**src/rtl/fatori_mon_pkg.sv**
```systemverilog
// Shared constants and helpers for the fatori monitor error collector.
// Kind encoding is shared by the counter array and the cnt_sel_i readback port.
package fatori_mon_pkg;

  localparam logic [1:0] FM_KIND_MIN   = 2'd0;
  localparam logic [1:0] FM_KIND_MAJ   = 2'd1;
  localparam logic [1:0] FM_KIND_SCRUB = 2'd2;

  // $clog2 that never returns 0, so single-source builds still get a 1-bit index.
  function automatic int unsigned fm_clog2_min1(input int unsigned n);
    return (n <= 1) ? 1 : $clog2(n);
  endfunction

  // Saturating +1 for counters of up to 32 bits; callers cast back to their width.
  function automatic logic [31:0] fm_sat_inc(input logic [31:0] val, input int unsigned width);
    logic [31:0] max_val;
    max_val = (width >= 32) ? 32'hffff_ffff : ((32'd1 << width) - 32'd1);
    return (val >= max_val) ? max_val : val + 32'd1;
  endfunction

endpackage

```
**src/rtl/fatori_mon_evt_fifo.sv**
```systemverilog
// Show-ahead synchronous FIFO with flush and drop indication.
// A push on full is accepted only when a pop happens in the same cycle.
module fatori_mon_evt_fifo #(
  parameter int unsigned W     = 8,
  parameter int unsigned DEPTH = 8
) (
  input  logic         clk_i,
  input  logic         rst_ni,
  input  logic         flush_i,
  input  logic         push_i,
  input  logic [W-1:0] wdata_i,
  input  logic         pop_i,
  output logic [W-1:0] rdata_o,
  output logic         valid_o,
  output logic         full_o,
  output logic         drop_o
);

  localparam int unsigned AW = $clog2(DEPTH);

  logic [W-1:0]  mem_q [DEPTH];
  logic [AW-1:0] wptr_q, rptr_q;
  logic [AW:0]   occ_q;
  logic          empty, do_push, do_pop;

  assign empty   = (occ_q == '0);
  assign full_o  = (occ_q == (AW+1)'(DEPTH));
  assign valid_o = !empty;

  // Flush dominates both push and pop.
  assign do_pop  = pop_i && !empty && !flush_i;
  assign do_push = push_i && !flush_i && (!full_o || do_pop);
  assign drop_o  = push_i && !flush_i && full_o && !do_pop;

  always_ff @(posedge clk_i or negedge rst_ni) begin
    if (!rst_ni) begin
      wptr_q <= '0;
      rptr_q <= '0;
      occ_q  <= '0;
    end else if (flush_i) begin
      wptr_q <= '0;
      rptr_q <= '0;
      occ_q  <= '0;
    end else begin
      if (do_push) wptr_q <= wptr_q + AW'(1);
      if (do_pop)  rptr_q <= rptr_q + AW'(1);
      occ_q <= occ_q + (AW+1)'(do_push) - (AW+1)'(do_pop);
    end
  end

  always_ff @(posedge clk_i) begin
    if (do_push) mem_q[wptr_q] <= wdata_i;
  end

  // Gate the head so it reads 0 whenever nothing is queued.
  assign rdata_o = valid_o ? mem_q[rptr_q] : '0;

endmodule

```
**src/rtl/fatori_mon_err_collect.sv**
```systemverilog
// Collects min/maj/scrub pulses from the hardened wrappers into saturating
// counters, sticky alert state and a timestamped event FIFO.
module fatori_mon_err_collect
  import fatori_mon_pkg::*;
#(
  parameter int unsigned NSRC  = 4,
  parameter int unsigned DEPTH = 8,
  parameter int unsigned CW    = 16,
  parameter int unsigned TSW   = 32
) (
  input  logic                             clk_i,
  input  logic                             rst_ni,
  input  logic [NSRC-1:0]                  min_err_i,
  input  logic [NSRC-1:0]                  maj_err_i,
  input  logic [NSRC-1:0]                  scrub_i,
  input  logic                             clr_i,
  output logic                             evt_valid_o,
  input  logic                             evt_ready_i,
  output logic [NSRC-1:0]                  evt_min_o,
  output logic [NSRC-1:0]                  evt_maj_o,
  output logic [NSRC-1:0]                  evt_scrub_o,
  output logic [TSW-1:0]                   evt_time_o,
  input  logic [$clog2(NSRC)+1:0]          cnt_sel_i,
  output logic [CW-1:0]                    cnt_o,
  output logic                             maj_alert_o,
  output logic [fm_clog2_min1(NSRC)-1:0]   first_maj_src_o,
  output logic                             overflow_o,
  output logic [CW-1:0]                    drop_cnt_o
);

  localparam int unsigned SelW = $clog2(NSRC) + 2;
  localparam int unsigned FsW  = fm_clog2_min1(NSRC);
  localparam int unsigned EW   = 3 * NSRC + TSW;

  logic [TSW-1:0]  ts_q;
  logic [CW-1:0]   cnt_q [NSRC][3];
  logic [CW-1:0]   cnt_d [NSRC][3];
  logic            maj_alert_q;
  logic [FsW-1:0]  first_src_q;
  logic [FsW-1:0]  low_src;
  logic            overflow_q;
  logic [CW-1:0]   drop_cnt_q;
  logic            evt_cycle;
  logic [EW-1:0]   fifo_wdata, fifo_rdata;
  logic            fifo_full, fifo_drop;

  function automatic logic [CW-1:0] sat_inc_cw(input logic [CW-1:0] v);
    return CW'(fm_sat_inc(32'(v), CW));
  endfunction

  assign evt_cycle  = |{min_err_i, maj_err_i, scrub_i};
  assign fifo_wdata = {min_err_i, maj_err_i, scrub_i, ts_q};

  fatori_mon_evt_fifo #(
    .W     (EW),
    .DEPTH (DEPTH)
  ) u_fifo (
    .clk_i   (clk_i),
    .rst_ni  (rst_ni),
    .flush_i (clr_i),
    .push_i  (evt_cycle),
    .wdata_i (fifo_wdata),
    .pop_i   (evt_ready_i),
    .rdata_o (fifo_rdata),
    .valid_o (evt_valid_o),
    .full_o  (fifo_full),
    .drop_o  (fifo_drop)
  );

  assign {evt_min_o, evt_maj_o, evt_scrub_o, evt_time_o} = fifo_rdata;

  // Timestamp keeps running through clr_i so event times stay globally ordered.
  always_ff @(posedge clk_i or negedge rst_ni) begin
    if (!rst_ni) ts_q <= '0;
    else         ts_q <= ts_q + TSW'(1);
  end

  always_comb begin
    for (int s = 0; s < int'(NSRC); s++) begin
      for (int k = 0; k < 3; k++) begin
        cnt_d[s][k] = cnt_q[s][k];
      end
      if (clr_i) begin
        for (int k = 0; k < 3; k++) begin
          cnt_d[s][k] = '0;
        end
      end else begin
        if (min_err_i[s]) cnt_d[s][FM_KIND_MIN]   = sat_inc_cw(cnt_q[s][FM_KIND_MIN]);
        if (maj_err_i[s]) cnt_d[s][FM_KIND_MAJ]   = sat_inc_cw(cnt_q[s][FM_KIND_MAJ]);
        if (scrub_i[s])   cnt_d[s][FM_KIND_SCRUB] = sat_inc_cw(cnt_q[s][FM_KIND_SCRUB]);
      end
    end
  end

  always_ff @(posedge clk_i or negedge rst_ni) begin
    if (!rst_ni) begin
      for (int s = 0; s < int'(NSRC); s++) begin
        for (int k = 0; k < 3; k++) begin
          cnt_q[s][k] <= '0;
        end
      end
    end else begin
      for (int s = 0; s < int'(NSRC); s++) begin
        for (int k = 0; k < 3; k++) begin
          cnt_q[s][k] <= cnt_d[s][k];
        end
      end
    end
  end

  // Lowest set index wins, so scan from the top down.
  always_comb begin
    low_src = '0;
    for (int s = int'(NSRC) - 1; s >= 0; s--) begin
      if (maj_err_i[s]) low_src = FsW'(s);
    end
  end

  always_ff @(posedge clk_i or negedge rst_ni) begin
    if (!rst_ni) begin
      maj_alert_q <= 1'b0;
      first_src_q <= '0;
      overflow_q  <= 1'b0;
      drop_cnt_q  <= '0;
    end else if (clr_i) begin
      maj_alert_q <= 1'b0;
      first_src_q <= '0;
      overflow_q  <= 1'b0;
      drop_cnt_q  <= '0;
    end else begin
      if (!maj_alert_q && |maj_err_i) begin
        maj_alert_q <= 1'b1;
        first_src_q <= low_src;
      end
      if (fifo_drop) begin
        overflow_q <= 1'b1;
        drop_cnt_q <= sat_inc_cw(drop_cnt_q);
      end
    end
  end

  assign maj_alert_o     = maj_alert_q;
  assign first_maj_src_o = first_src_q;
  assign overflow_o      = overflow_q;
  assign drop_cnt_o      = drop_cnt_q;

  always_comb begin
    logic [SelW-1:0] sel_src;
    cnt_o   = '0;
    sel_src = cnt_sel_i >> 2;
    for (int s = 0; s < int'(NSRC); s++) begin
      if (sel_src == SelW'(s)) begin
        unique case (cnt_sel_i[1:0])
          FM_KIND_MIN:   cnt_o = cnt_q[s][FM_KIND_MIN];
          FM_KIND_MAJ:   cnt_o = cnt_q[s][FM_KIND_MAJ];
          FM_KIND_SCRUB: cnt_o = cnt_q[s][FM_KIND_SCRUB];
          default:       cnt_o = '0;
        endcase
      end
    end
  end

  // fifo_full is only consumed inside the FIFO's own drop logic.
  logic unused_full;
  assign unused_full = fifo_full;

endmodule

```
**config.mk**
```make
export PLATFORM = sky130hd
export DESIGN_NAME = fatori_mon_err_collect
export DESIGN_NICKNAME = d
export VERILOG_FILES = /design/src/rtl/fatori_mon_pkg.sv /design/src/rtl/fatori_mon_evt_fifo.sv /design/src/rtl/fatori_mon_err_collect.sv
export SDC_FILE = /design/constraint.sdc
export NUM_CORES = 1
export LEC_CHECK = 0
export CAP_MARGIN = 20
export CORE_ASPECT_RATIO = 1.1
export CORE_MARGIN = 8
export CORE_UTILIZATION = 40
export CTS_CLUSTER_DIAMETER = 100
export DETAILED_ROUTE_END_ITERATION = 12
export DONT_BUFFER_PORTS = 1
export GPL_TIMING_DRIVEN = 0
export PLACE_DENSITY = 0.65
export SKIP_CTS_REPAIR_TIMING = 1
export SYNTH_ARGS = -nofsm -noshare
export SYNTH_HDL_FRONTEND = slang
export SYNTH_HIERARCHICAL = 1
export SYNTH_SLANG_ARGS = --single-unit
```
**constraint.sdc**
```tcl
create_clock -name clk_i -period 10.3 [get_ports clk_i]
set_input_delay 2.06 -clock clk_i [delete_from_list [all_inputs] [get_ports clk_i]]
set_output_delay 2.06 -clock clk_i [all_outputs]
set_load 0.05 [all_outputs]
```
==> results.cfg, run 1 <==
[floorplan]
start_util_pct = 40.1
die_w_um = 271
io_pins = 101
rows = 103
die_h_um = 297
dieArea_um2 = 80400
core_um2 = 71400

[place]
io_buffers = 0
gp_congestion = 0.944
placed_cells = 3207
pre_cts_slack_ns = 3.61
dpl.hpwl_um = 56200

[setup_path]
reg2reg_setup_slack_ns = 7.16
worstPathRequired_ns = 8.24
r2r.worst_path.cells = 10
path_max_fanout = 10
r2r-start = u_fifo/occ_q[2]$_DFF_PN0_
startpoint_type = input port
crit_type = in2out
cp.arrival_ns = 4.73
critPathCaptureType = output pin
worstReg2RegEnd = drop_cnt_o[15]$_DFFE_PN0P_

[synthesis]
syn-cell-area_um2 = 28600
synth.avg_cell_area_um2 = 12.8
ys_warn_count = 6
syn_nets = 2282
synthCells = 2240

[global_routing]
grt_overflow = 0
grt_use_total_pct = 19.7
grt_pass1_vias = 20100
antenna_found_initial = 0
grt_pass1_wl_um = 124000
grt_max_degree = 255

[power]
p_switching_mw = 2.10
switching_share_pct = 31.4
ir_worst_vdd_v = 0.000121
power_mw = 6.69
comb_power_share_pct = 22.0
seqPwrFrac_pct = 42.3
power.leakage_nw = 11.2
power.internal_mw = 4.59
power.density_nw_per_um2 = 206
clock_power_share_pct = 35.7

[outcome]
status = finished, final reports clean

[timing]
fmax_mhz = 147
layout_min_cycle_time_ns = 6.79
max_slew.worst_pin.slew_ns = 1.19
drv_slew = 0
layout_setup_ws_ns = 3.51
setup_tns_ns = 0
max-slew-margin-rel_pct = 20.4
rsz0062_at_grt = no
clock_skew_ns = 0.0250
period_share_pct = 65.9
hold_viol = 0
finalSetupViolCount = 0

[hold_path]
min_path_cells = 1
hold_class = reg2reg
worstHoldEndpoint = cnt_q[27]$_DFFE_PN0P_
hp-start = cnt_q[27]$_DFFE_PN0P_

[cts]
cts_made_buffers = 68
htree_levels = 3
cts.clk_slew.worst_paths_ns = 0.05
cts_tree = built
clk_latency_ns = 0.60
clock-sinks = 606
cts_root_buffer = clkbuf_16
cts_buffer_depth = 3

[detailed_routing]
vias = 20400
viasPerCell = 6.13
drt_iter0_markers = 1893
drt_first_pass_iters = 7
avgRoutedWirePerCell_um = 24.4
postRouteAntennaNets = 0
wirelength_um = 81300
drc = 0

[layout]
layout-drive-gt1-share_pct = 13.1
nFillCells = 6370
diodes = 0
finalNonFillerCells = 3331
syn_to_final_growth_pct = 13.4
fin_nets = 2375

[job]
maxCapViolCount = 0
[stage by stage]
step | hold WS [ns] | cell area, um2 | util, %
final | 0.539 | 32500 | 45.5
after global routing | 0.559 | 32500 | 45.5
after CTS | 0.530 | 32500 | 45.5
after detailed placement | 0.522 | 30300 | 42.4
after global placement | 0.508 | 29800 | 41.8
after floorplan | 0.457 | 28600 | -
[layout by cell type (no fill, tap or decap), drive strengths merged, types with 11 or more instances in the layout]
cell	instances
ha	21
xnor2	29
nor2	157
inv	52
a41oi	21
dfrtp	254
a221oi	18
mux2	27
nor3	82
clkinv	19
a21oi	84
a31oi	69
o21ai	60
nor2b	19
a22o	44
nand4	59
o21bai	32
nand2	86
mux2i	47
a311oi	35
buf	66
edfxtp	352
a211oi	97
nand3	99
nand2b	11
nor4	28
and4	32
and2	20
mux4	88
clkbuf	198
and3	53
[area by class of cell]
type                    count  area, um2  area share, %
clock inverters            24        205          0.632
flip-flops and latches    606      16900           52.1
inverters                  49        184          0.566
repair buffers             23        367           1.13
multi-input cells        1443      10900           33.7
well taps                 945       1180           3.64
plain buffers             142        664           2.05
clock buffers              99       2000           6.17
[how the worst max path moves through the flow]
stage	slack [ns]	cells after the start	start	to
2_1_floorplan	3.73	6	scrub_i[0]	u_fifo/mem_q[1][0]$_DFFE_PP_
3_3_place_gp	-0.06	6	scrub_i[0]	u_fifo/mem_q[1][9]$_DFFE_PP_
3_5_place_dp	3.61	6	cnt_sel_i[1]	cnt_o[5]
4_1_cts	3.61	6	cnt_sel_i[1]	cnt_o[5]
5_1_grt	3.46	6	cnt_sel_i[1]	cnt_o[5]
6_report	3.51	6	cnt_sel_i[1]	cnt_o[15]
[power groups by stage]
stage                     Sequential, mW  Combinational [mW]  Clock [mW]
after global placement              2.89                1.42           0
final                               2.83                1.47        2.39
after CTS                           2.83                1.49        2.43
after detailed placement            2.88                1.49           0
after floorplan                     2.86                1.12           0
after global routing                2.84                1.54        2.53
[worst max-delay path: stages]
cell and delay (ns):
clkbuf_1 0.63, clkbuf_1 0.58, nor3_1 0.09, o21ai_0 0.32, nand4_1 0.17, o21ai_1 0.86
[state kept, by name, summed over array words and instances (netlist names)]
| name | cells |
|---|---|
| ts_q | 32 |
| u_fifo/occ_q | 4 |
| overflow_o | 1 |
| cnt_q | 192 |
| u_fifo/mem_q | 352 |
| u_fifo/rptr_q | 3 |
| first_maj_src_o | 2 |
| drop_cnt_o | 16 |
| maj_alert_o | 1 |
| u_fifo/wptr_q | 3 |
[per-layer routing]
metal | GRT usage, % | part of all wire, % | vias to the layer above
met4 | 5.98 | 2.7 | 0
met1 | 25.2 | 41 | 10400
li1 | - | - | 9158
met3 | 4.81 | 7.5 | 136
met5 | 0 | 0 | -
met2 | 33.2 | 49 | 709
Power figures use the tool's default switching activity.
==> inputs of run 2 (changes only) <==
--- a/config.mk
+++ b/config.mk
@@ -13,7 +13,7 @@
 export DETAILED_ROUTE_END_ITERATION = 12
 export DONT_BUFFER_PORTS = 1
 export GPL_TIMING_DRIVEN = 0
-export PLACE_DENSITY = 0.65
+export PLACE_DENSITY = 0.67
 export SKIP_CTS_REPAIR_TIMING = 1
 export SYNTH_ARGS = -nofsm -noshare
 export SYNTH_HDL_FRONTEND = slang
==> constraint.sdc (replaced) <==
create_clock -name clk_i -period 5.6 [get_ports clk_i]
set_input_delay 1.12 -clock clk_i [delete_from_list [all_inputs] [get_ports clk_i]]
set_output_delay 1.12 -clock clk_i [all_outputs]
set_load 0.05 [all_outputs]
==> run 2 against run 1 <==
Effect of this change:
- critical path depth did not move
- clock power rose by 99%
- register-to-register slack got worse by 4.6 ns
- sequential cell count did not move
- core utilization rose by 0.18 points
- hold slack got worse by 0.33 ns
- routed wire length fell by 2.1%
- highest routed layer unchanged
- sequential share of layout area fell by 0.20 points
- via count rose by 0.29%
- largest power group unchanged
- die area did not move
- final area rose by 0.39%
- power rose by 90%
==> results.cfg, run 2 (synthesized netlist as in run 1, its figures left out) <==
[layout]
syn_to_final_growth_pct = 13.8
layout_common_cells = edfxtp_1, dfrtp_1, nor2_1
final_common_cell = edfxtp_1
reg_top3 = u_fifo/mem_q (352), cnt_q (192), ts_q (32)
finalNonFillerCells = 3326
fin_nets = 2368
top_register = u_fifo/mem_q
layout-drive-gt1-share_pct = 12.9
largest_reg_flops = 352
diodes = 0

[timing]
period_share_pct = 86.7
rsz0062_at_grt = no
fmax_mhz = 206
max-slew-margin-rel_pct = 21.9
drv_slew = 0
layout_min_cycle_time_ns = 4.85
finalSetupViolCount = 0
clock_skew_ns = 0.0193
max_slew.worst_pin.slew_ns = 1.16
hold_viol = 0
setup_tns_ns = 0

[place]
dpl.hpwl_um = 54600
io_buffers = 0
placed_cells = 3202
gp_congestion = 0.946

[global_routing]
grt_pass1_vias = 20300
grt_use_total_pct = 19.5
antenna_found_initial = 1
grt_max_degree = 255
grt_overflow = 0
grt_pass1_wl_um = 123000

[floorplan]
start_util_pct = 40.1
dieArea_um2 = 80400
die_h_um = 297
die_w_um = 271
rows = 103
io_pins = 101
core_um2 = 71400

[power]
power.internal_mw = 8.78
seqPwrFrac_pct = 41.1
clock_power_share_pct = 37.5
comb_power_share_pct = 21.4
switching_share_pct = 30.8
power.density_nw_per_um2 = 389
p_switching_mw = 3.90
power.leakage_nw = 11.2
ir_worst_vdd_v = 0.000282

[setup_path]
worstReg2RegEnd = u_fifo/mem_q[7][26]$_DFFE_PP_
cp.arrival_ns = 3.73
reg2reg_setup_slack_ns = 2.52
critPathCaptureType = output pin
path_max_fanout = 10
worstPathRequired_ns = 4.48
r2r-start = u_fifo/occ_q[2]$_DFF_PN0_
r2r.worst_path.cells = 6
startpoint_type = input port
crit_type = in2out

[detailed_routing]
wirelength_um = 79600
avgRoutedWirePerCell_um = 23.9
drt_first_pass_iters = 6
drt_iter0_markers = 2153
drc = 0
vias = 20500
postRouteAntennaNets = 0
viasPerCell = 6.16

[cts]
cts_buffer_depth = 3
cts_root_buffer = clkbuf_16
cts_tree = built
cts_made_buffers = 67
cts.clk_slew.worst_paths_ns = 0.06
htree_levels = 3
clock-sinks = 606
clk_latency_ns = 0.61

[job]
maxCapViolCount = 0

[hold_path]
hold_class = in2async

[outcome]
status = finished, final reports clean
run 2: cell count changes in the layout (fill, tap and decap cells not counted), sizes merged:
cell      delta
clkbuf      -11
bufinv      +10
buf          -5
clkinv       -4
clkinvlp     +3
inv          +2
run 2: critical path, cell delays in order:
cell      delay, ns
clkbuf_1       0.52
clkbuf_1       0.56
nor3_1         0.09
o21ai_0        0.33
nand4_1        0.18
o21ai_1        0.93
run 2: routing by layer:
layer | vias up | GRT usage, % | share of wire (%)
li1 | 9107 | - | -
met1 | 10300 | 24.7 | 40
met2 | 870 | 32.1 | 47
met3 | 186 | 4.99 | 8.4
met4 | 0 | 7.56 | 4.0
met5 | - | 0 | 0
run 2: cell type report:
type | count | area (um2)
Buffer | 142 | 664
Clock buffer | 89 | 1840
Clock inverter | 35 | 567
Fill cell | 6326 | 38800
Inverter | 49 | 184
Multi-Input combinational cell | 1443 | 10900
Sequential cell | 606 | 16900
Tap cell | 945 | 1180
Timing Repair Buffer | 17 | 285
run 2: worst max-delay path by stage:
stage | to | cells after the start | from
after detailed placement | cnt_o[5] | 6 | cnt_sel_i[1]
after global routing | cnt_o[5] | 6 | cnt_sel_i[1]
after floorplan | u_fifo/mem_q[0][0]$_DFFE_PP_ | 6 | scrub_i[0]
after CTS | cnt_o[5] | 6 | cnt_sel_i[1]
after global placement | u_fifo/mem_q[0][27]$_DFFE_PP_ | 6 | scrub_i[0]
final | cnt_o[5] | 6 | cnt_sel_i[1]
run 2: through the flow:
| step | cell area (um2) | hold slack (ns) | setup slack (ns) | total power [mW] | util (%) |
|---|---|---|---|---|---|
| 3_3_place_gp | 29800 | 0.495 | -3.33 | 7.91 | 41.8 |
| 6_report | 32600 | 0.213 | 0.747 | 12.7 | 45.7 |
| 5_1_grt | 32600 | 0.175 | 0.677 | 13.1 | 45.7 |
| 3_5_place_dp | 30200 | 0.509 | 0.857 | 8.03 | 42.3 |
| 2_1_floorplan | 28600 | 0.457 | 0.0485 | 7.32 | - |
| 4_1_cts | 32600 | 0.181 | 0.846 | 12.8 | 45.7 |
run 2: power groups by stage:
stage | sequential (mW) | clock [mW] | combinational [mW]
2_1_floorplan | 5.26 | 0 | 2.06
3_3_place_gp | 5.30 | 0 | 2.60
3_5_place_dp | 5.29 | 0 | 2.74
4_1_cts | 5.21 | 4.84 | 2.76
5_1_grt | 5.23 | 5.01 | 2.86
6_report | 5.21 | 4.76 | 2.71
==> inputs of run 3 (changes only) <==
--- a/config.mk
+++ b/config.mk
@@ -14,8 +14,8 @@
 export DONT_BUFFER_PORTS = 1
 export GPL_TIMING_DRIVEN = 0
 export PLACE_DENSITY = 0.67
+export SETUP_SLACK_MARGIN = 0.02
 export SKIP_CTS_REPAIR_TIMING = 1
 export SYNTH_ARGS = -nofsm -noshare
 export SYNTH_HDL_FRONTEND = slang
-export SYNTH_HIERARCHICAL = 1
 export SYNTH_SLANG_ARGS = --single-unit
==> run 3 against run 2 <==
Effect of this change:
- cell count grew 0.87%
- core utilization grew 0.15 points
- hold slack gained 0.016 ns
- global-route usage grew 0.26 points
- largest cell class unchanged
==> results.cfg, run 3 <==
[outcome]
status = finished, final reports clean

[setup_path]
startpoint_type = input port
worstPathRequired_ns = 4.48
path_max_fanout = 10
critical-path-top-cell-by-count = o21ai_0
cp_slowest_stage_delay_ns = 1.01
cp_cell_sequence = clkbuf_1 > buf_1 > nor3_1 > o21ai_0 > o21ai_0 > a221oi_2
crit_slowest_cell = a221oi_2
cp.arrival_ns = 3.77
critPathCaptureType = output pin
crit_type = in2out

[timing]
max-slew-margin-rel_pct = 21.7
max_slew.worst_pin.slew_ns = 1.17
drv_slew = 0
clock_skew_ns = 0.0171
finalSetupViolCount = 0
setup_tns_ns = 0
period_share_pct = 87.3
layout_min_cycle_time_ns = 4.89
hold_viol = 0
fin_hold_ws_ns = 0.229
fmax_mhz = 205
rsz0062_at_grt = no

[detailed_routing]
drc = 0
wl_met2_um = 38700
viasPerCell = 5.99
dr.max_layer_used = met4
m1WireLength_um = 32300
postRouteAntennaNets = 0
drt_first_pass_iters = 5
wl_met3_um = 6720
drt_iter0_markers = 2243
wirelength_um = 80500
vias = 20100
avgRoutedWirePerCell_um = 24.0

[floorplan]
io_pins = 101
start_util_pct = 40.2
rows = 102
die_w_um = 269
core_um2 = 70200
die_h_um = 295
dieArea_um2 = 79300

[synthesis]
yosysMostFrequentCell = edfxtp_1
ys_warn_count = 0
synthTopCellsByArea = edfxtp_1, dfrtp_1, mux4_2
syn_nets = 2317
synth_top_area_share_pct = 37.4
synth.avg_cell_area_um2 = 12.4
synth_commonest_cells = edfxtp_1, dfrtp_1, nor2_1, o21ai_0, nand2_1
synth-async-reset-ratio_pct = 41.9
syn-cell-area_um2 = 28200
synth-edff-count = 352
synth_top_area_cell = edfxtp_1
synthFlopType = edfxtp_1
seq_area_frac_synth_pct = 60.0
synth.distinct_cells = 71
ys_ff_latch = 606
synthCells = 2274

[cts]
cts_root_buffer = clkbuf_16
htree_levels = 3
clk_latency_ns = 0.60
clock-sinks = 606
cts_made_buffers = 67
cts_tree = built
cts.clk_slew.worst_paths_ns = 0.05
cts_buffer_depth = 3

[global_routing]
grt_max_degree = 255
grt_pass1_wl_um = 122000
grt_overflow = 0
grt_pass1_vias = 19800
grt_use_total_pct = 19.7
antenna_found_initial = 0

[layout]
final-seq-area_um2 = 16900
finalInstanceArea_um2 = 32200
layout-drive-gt1-share_pct = 11.5
layout_common_cells = edfxtp_1, dfrtp_1, nor2_1
reg_top3 = u_fifo.mem_q (352), cnt_q (192), ts_q (32)
diodes = 0
largest_reg_flops = 352
final_common_cell = edfxtp_1
finalNonFillerCells = 3355
multi_input_area_um2 = 10700
nFillCells = 6260
syn_to_final_growth_pct = 13.9
top_register = u_fifo.mem_q
fin_nets = 2411

[place]
placed_cells = 3234
io_buffers = 0
gp_congestion = 0.974
place_area_um2 = 30000
dpl.hpwl_um = 55800

[power]
power.density_nw_per_um2 = 391
ir_worst_vdd_v = 0.000244
p_switching_mw = 4.06
seqPwrFrac_pct = 41.0
switching_share_pct = 32.3
power.leakage_nw = 11.6
power_mw = 12.6
clock_power_share_pct = 35.1
power.internal_mw = 8.52
comb_power_share_pct = 23.9

[job]
maxCapViolCount = 0

[hold_path]
hold_class = in2async
==> run 3: cell type report <==
class                      count  share of cell area [%]
buffer                       138                    1.74
timing repair buffer          25                    1.42
sequential                   606                    52.6
clock inverter                25                    1.06
inverter                      44                   0.514
clock buffer                  95                    5.73
tap                          936                    3.64
multi-input combinational   1486                    33.3
==> run 3: routing by layer <==
metal	GRT usage [%]	vias to the layer above
met5	0	-
met4	6.61	0
met3	5.10	185
met2	32.7	770
met1	25.2	10200
li1	-	8985
==> run 3: cells by family after synthesis <==
logic type	count (synthesis)	synth area share [%]
flops	606	60.0
simple gates	746	13.2
fa+ha+maj	23	1.05
xor+xnor	37	1.15
mux	207	11.3
compound gates	473	10.9
buf+inv	182	2.56
==> run 3: critical path: cells and delay by family <==
kind / cells / cell delay (ns)
AOI/OAI and AO/OA: 3 / 1.60
buffers and inverters: 2 / 0.94
and+or+nand+nor: 1 / 0.09
==> run 3: worst paths after layout <==
kind / end / cells after the start / from / slack [ns]
setup / recovery: cnt_o[13] / 6 / cnt_sel_i[1] / 0.71
hold / removal: cnt_q[182]$_DFFE_PN0P_ / 0 / rst_ni / 0.23
setup reg to reg: u_fifo.occ_q[1]$_DFF_PN0_ / 12 / u_fifo.occ_q[2]$_DFF_PN0_ / 1.83
hold reg to reg: cnt_q[138]$_DFFE_PN0P_ / 1 / cnt_q[138]$_DFFE_PN0P_ / 0.53
max in group asynchronous: cnt_q[49]$_DFFE_PN0P_ / 0 / rst_ni / 5.05
min in group clk_i: cnt_q[138]$_DFFE_PN0P_ / 1 / cnt_q[138]$_DFFE_PN0P_ / 0.53
==> run 3: per-stage QoR <==
stage               setup WS, ns  utilization (%)
detailed placement         0.766             42.7
global route               0.628             45.8
global placement           -3.48             41.9
CTS                        0.738             45.8
finish                     0.713             45.8
floorplan                  0.271                -
==> run 3: power groups by stage <==
stage | combinational (mW) | sequential [mW] | clock, mW
floorplan | 2.25 | 5.22 | 0
global placement | 2.87 | 5.26 | 0
detailed placement | 3.06 | 5.24 | 0
CTS | 3.07 | 5.15 | 4.50
global route | 3.21 | 5.18 | 4.67
finish | 3.01 | 5.15 | 4.42
